<file path="src/rtl/mips_pkg.sv">
// rtl/mips_pkg.sv - shared fetch-stage constants and state encoding
package mips_pkg;

    localparam logic [1:0] RESET_WAIT = 2'd0;
    localparam logic [1:0] FETCH      = 2'd1;
    localparam logic [1:0] HOLD       = 2'd2;

    typedef enum logic [1:0] {
        ST_RESET_WAIT = RESET_WAIT,
        ST_FETCH      = FETCH,
        ST_HOLD       = HOLD
    } fetch_state_e;

    localparam int OP_MSB = 31;
    localparam int OP_LSB = 26;

    localparam logic [31:0] DEFAULT_RESET_PC = 32'h0000_0000;

endpackage

</file>
<file path="src/rtl/fetch_pc_next.sv">
// rtl/fetch_pc_next.sv - sequential and branch-target next-PC selection
module fetch_pc_next (
    input  logic [31:0] pc,
    input  logic        Branch,
    input  logic        Zero,
    input  logic [31:0] imm_ext,
    output logic [31:0] pc_plus4,
    output logic [31:0] pc_next
);

    logic [31:0] branch_target;

    // Word-offset branch relative to the following instruction; all sums wrap mod 2^32.
    always_comb begin
        pc_plus4      = pc + 32'd4;
        branch_target = pc_plus4 + (imm_ext << 2);
        pc_next       = (Branch && Zero) ? branch_target : pc_plus4;
    end

endmodule

</file>
<file path="src/rtl/instruction_fetch.sv">
// rtl/instruction_fetch.sv - MIPS fetch stage: PC, imem handshake, instruction register
module instruction_fetch
    import mips_pkg::*;
#(
    parameter logic [31:0] RESET_PC = DEFAULT_RESET_PC
) (
    input  logic        clk,
    input  logic        rst_n,
    output logic        imem_req,
    output logic [31:0] imem_addr,
    input  logic        imem_rvalid,
    input  logic [31:0] imem_rdata,
    input  logic        stall,
    input  logic        Branch,
    input  logic        Zero,
    input  logic [31:0] imm_ext,
    output logic [31:0] instr,
    output logic        instr_valid,
    output logic [5:0]  Op,
    output logic [31:0] pc,
    output logic [31:0] pc_plus4,
    output logic [31:0] instr_count
);

    fetch_state_e state;
    fetch_state_e state_next;
    logic         load_instr;
    logic         retire;
    logic [31:0]  pc_next;

    fetch_pc_next u_pc_next (
        .pc       (pc),
        .Branch   (Branch),
        .Zero     (Zero),
        .imm_ext  (imm_ext),
        .pc_plus4 (pc_plus4),
        .pc_next  (pc_next)
    );

    assign imem_addr = pc;
    assign Op        = instr[OP_MSB:OP_LSB];

    // Next-state logic: responses only count in FETCH, retirement only in HOLD without stall.
    always_comb begin
        state_next = state;
        load_instr = 1'b0;
        retire     = 1'b0;
        case (state)
            ST_RESET_WAIT: begin
                state_next = ST_FETCH;
            end
            ST_FETCH: begin
                if (imem_rvalid) begin
                    load_instr = 1'b1;
                    state_next = ST_HOLD;
                end
            end
            ST_HOLD: begin
                if (!stall) begin
                    retire     = 1'b1;
                    state_next = ST_FETCH;
                end
            end
            default: begin
                state_next = ST_RESET_WAIT;
            end
        endcase
    end

    // State, PC, instruction register and retire counter; request is registered off next state.
    always_ff @(posedge clk or negedge rst_n) begin
        if (!rst_n) begin
            state       <= ST_RESET_WAIT;
            pc          <= RESET_PC;
            instr       <= 32'd0;
            instr_valid <= 1'b0;
            instr_count <= 32'd0;
            imem_req    <= 1'b0;
        end else begin
            state    <= state_next;
            imem_req <= (state_next == ST_FETCH);
            if (load_instr) begin
                instr       <= imem_rdata;
                instr_valid <= 1'b1;
            end
            if (retire) begin
                pc          <= pc_next;
                instr_valid <= 1'b0;
                instr_count <= instr_count + 32'd1;
            end
        end
    end

endmodule

</file>
<file path="config.mk">
export PLATFORM = sky130hd
export DESIGN_NAME = instruction_fetch
export DESIGN_NICKNAME = d
export VERILOG_FILES = /design/src/rtl/mips_pkg.sv /design/src/rtl/fetch_pc_next.sv /design/src/rtl/instruction_fetch.sv
export SDC_FILE = /design/constraint.sdc
export NUM_CORES = 1
export LEC_CHECK = 0
export ABC_CLOCK_PERIOD_IN_PS = 10600
export BUFFER_PORTS_ARGS = -buffer_cell sky130_fd_sc_hd__buf_2
export CAP_MARGIN = 20
export CORE_ASPECT_RATIO = 1.5
export CORE_UTILIZATION = 53
export DETAILED_ROUTE_END_ITERATION = 6
export PLACE_DENSITY_LB_ADDON = 0.05
export SYNTH_ARGS = -nofsm -noshare
export SYNTH_HDL_FRONTEND = slang
export SYNTH_SLANG_ARGS = --single-unit
</file>
<file path="constraint.sdc">
create_clock -name clk -period 10.6 [get_ports clk]
set_input_delay 1.59 -clock clk [delete_from_list [all_inputs] [get_ports clk]]
set_output_delay 1.59 -clock clk [all_outputs]
set_load 0.005 [all_outputs]
</file>
==> results.md <==
- Fillers: 1049
- Startpoint Class: register
- Pleak: 3.96 nW
- Worst VDD drop: 0.167 mV
- WP data arrival: 5540 ps
- Initial antenna violation count: 0
- Number of diodes: 0
- WP data required: 10870 ps
- Total global routing overflow: 0
- Rows: 49
- Worst Hold Launch: instr_count[31]$_DFFE_PN0P_
- R2r setup slk: 5330 ps
- CTS Buf Count: 9
- Vias: 6132
- Warnings, synthesis: 0
- Worst setup path start: imem_addr[2]$_DFFE_PN0P_
- Top FF cell, synth: dfrtp_1
- Clk_skew: 12.8 ps
- Synthesized area per cell: 9.07 um^2
- Setup TNS: 0 ps
- WHS Endpoint: instr_count[31]$_DFFE_PN0P_
- CP max FO: 7
- Final WL: 17800 um
- DR pass1 iterations: 5
- Overall Power: 0.00212 W
- Max-cap violation count: 0
- DRT antenna net count: 0
- Max clock buf depth: 2
- Dpl hpwl: 13600 um
- Postcts setup bufs: 0
- DRC viols: 0
- Worst-margin pin slew: 869 ps
- I/O pin count: 238
- Placed instance count: 1061
- Iteration-0 DRC Markers: 238
- Post-CTS Hold Buffers: 0
- Chip height: 140 um
- PwrDens: 265 nW/um^2
- First-pass GRT wire length: 28300 um
- Synth cell types: 59
- # setup viols final: 0
- Minimum clock period: 5270 ps
- Root buffer cell: clkbuf_16
- H-tree depth: 3
- Synthesized flop and latch total: 98
- GP Congestion: 0.902
- R2R cell count: 17
- Worst R2R End: imem_addr[31]$_DFFE_PN0P_
- Post-CTS resize count: 0
- Register area share after synthesis: 36.6%
- Nets@finish: 1027
- Gr usage total: 27.3%
- Share of layout cells above drive strength 1: 31.6%
- Final Hold Vio Count: 0
- Worst setup EP type: register
- Unrepaired setup endpoints after global routing: no
- Core area: 12100 um^2
- Place WS: 5450 ps
- Status: finished clean
- Die X-Extent: 93.8 um
- Clock sink count: 98
- Post-DR vias/cell: 5.69
- Synth area leader: dfrtp_1
- Clk_lat worst skew: 350 ps
- Largest net degree at the start of global routing: 72
- Cells after Synth: 738
- Synth area leaders: dfrtp_1, xnor2_1, ha_1, mux2_2, buf_4
- Synth async-reset ratio: 100%
- Worst R2R Start: imem_addr[2]$_DFFE_PN0P_
- Post-synth top area share: 36.6%
- Max Slew Vio Count: 0
- Number of port buffers: 229
- Synth-to-layout area growth: 19.2%
- Final period utilization: 49.7%
- Starting Density: 55.1%
- Multi-input gate area in the final layout: 3780 um^2
- CTS tree: built
- Post-Syn Area: 6690 um^2
- Post-synth EDFFs: 0
- Clock slew at reported path FFs: 70 ps
- Worst slew margin: 42.1%
- Fin cells: 1077
- Register area: 2450 um^2
- WL per Instance: 16.6 um
- Hold path cells: 1
- DIE AREA: 13100 um^2
- Worst setup margin: 5330 ps
- Min-Delay Path Class: reg -> reg
- Max Fclk: 190 MHz
- Kind of critical path: reg -> reg
- Vias in the first global route: 5895
[sequential cells by signal, indices dropped and copies added, names as in the netlist]
name	flops
instr	32
instr_count	32
imem_addr	30
state	2
imem_req	1
instr_valid	1
[critical path, stage by stage (launching register included)]
cell,delay [ps]
dfrtp_1,430
ha_1,260
and3_1,310
nand4_1,260
or2_2,450
nor3_2,540
nand3_1,280
nor2_1,170
xor2_1,280
ha_1,270
nand4_1,130
a21oi_1,220
nand3_1,100
o311ai_0,670
mux2i_1,270
o2111ai_1,140
a211oi_2,260
xnor2_1,140
[cell usage after synthesis, types with 3 or more instances]
library cell  instances
dfrtp_1              98
nand2_1              76
a21oi_1              58
nor2_1               55
xnor2_1              53
buf_4                42
ha_1                 37
mux2_2               33
nand3_1              31
o21ai_0              31
xor2_1               29
clkbuf_1             23
nand4_1              22
a21o_1               16
inv_1                16
a31oi_1              11
and3_1               11
nor3_1                8
o211ai_1              6
and2_1                5
nor4_1                5
o21bai_1              5
o22ai_1               5
or3_1                 5
and4_1                4
nor2b_1               4
buf_1                 3
mux2i_1               3
o21a_1                3
[per-stage QoR]
step / util [%] / hold WS, ps / area [um^2]
global route: 65.7 / 511 / 7980
finish: 65.7 / 466 / 7980
global placement: 63.2 / 459 / 7670
floorplan: - / 465 / 6710
detailed placement: 63.2 / 460 / 7670
CTS: 65.7 / 472 / 7980
[kinds of logic after synthesis]
family,after synthesis,share of synthesized area (%)
AO/OA/AOI/OAI,155,14.2
XOR/XNOR,82,10.7
adder cells (fa/ha/maj),38,7.21
buffers and inverters,86,7.31
flip-flops,98,36.6
multiplexers,36,6.00
other,1,0.0560
AND/OR/NAND/NOR,242,17.9
[how the worst max path moves through the flow]
| stage | end | cells after the start | slack (ps) |
|---|---|---|---|
| 2_1_floorplan | imem_addr[31]$_DFFE_PN0P_ | 19 | 6390 |
| 3_3_place_gp | imem_addr[31]$_DFFE_PN0P_ | 17 | 5620 |
| 3_5_place_dp | imem_addr[31]$_DFFE_PN0P_ | 17 | 5450 |
| 4_1_cts | imem_addr[31]$_DFFE_PN0P_ | 17 | 5410 |
| 5_1_grt | imem_addr[31]$_DFFE_PN0P_ | 17 | 5090 |
| 6_report | imem_addr[31]$_DFFE_PN0P_ | 17 | 5330 |
[cells in the final DEF (no fill, tap or decap), drive strengths merged, types with 31 or more instances in the layout]
cell and instances:
a21oi 58, buf 235, dfrtp 98, ha 37, mux2 33, nand2 77, nand3 32, nor2 55
o21ai 31, xnor2 53
[power breakdown]
part / total (W) / leakage [nW] / switching [W] / internal [W]
Combinational: 0.00113 / 2.59 / 0.000604 / 0.000531
Clock: 0.000339 / 0.139 / 0.000153 / 0.000187
Sequential: 0.000641 / 1.22 / 0.000142 / 0.000500
[cell type report]
| type | count | area share (%) |
|---|---|---|
| tap | 153 | 2.40 |
| clock inverter | 6 | 0.941 |
| timing repair buffer | 235 | 15.0 |
| clock buffer | 10 | 2.87 |
| sequential | 98 | 30.7 |
| multi-input combinational | 559 | 47.3 |
| inverter | 16 | 0.753 |
[per-layer routing]
layer	up-vias	share of wire, %	global-route usage [%]
met4	0	3.4	12.3
met5	-	0	0
met2	249	52	49.0
met1	2911	39	31.2
li1	2923	-	-
met3	49	5.6	4.15
(Power assumes the default switching activity.)
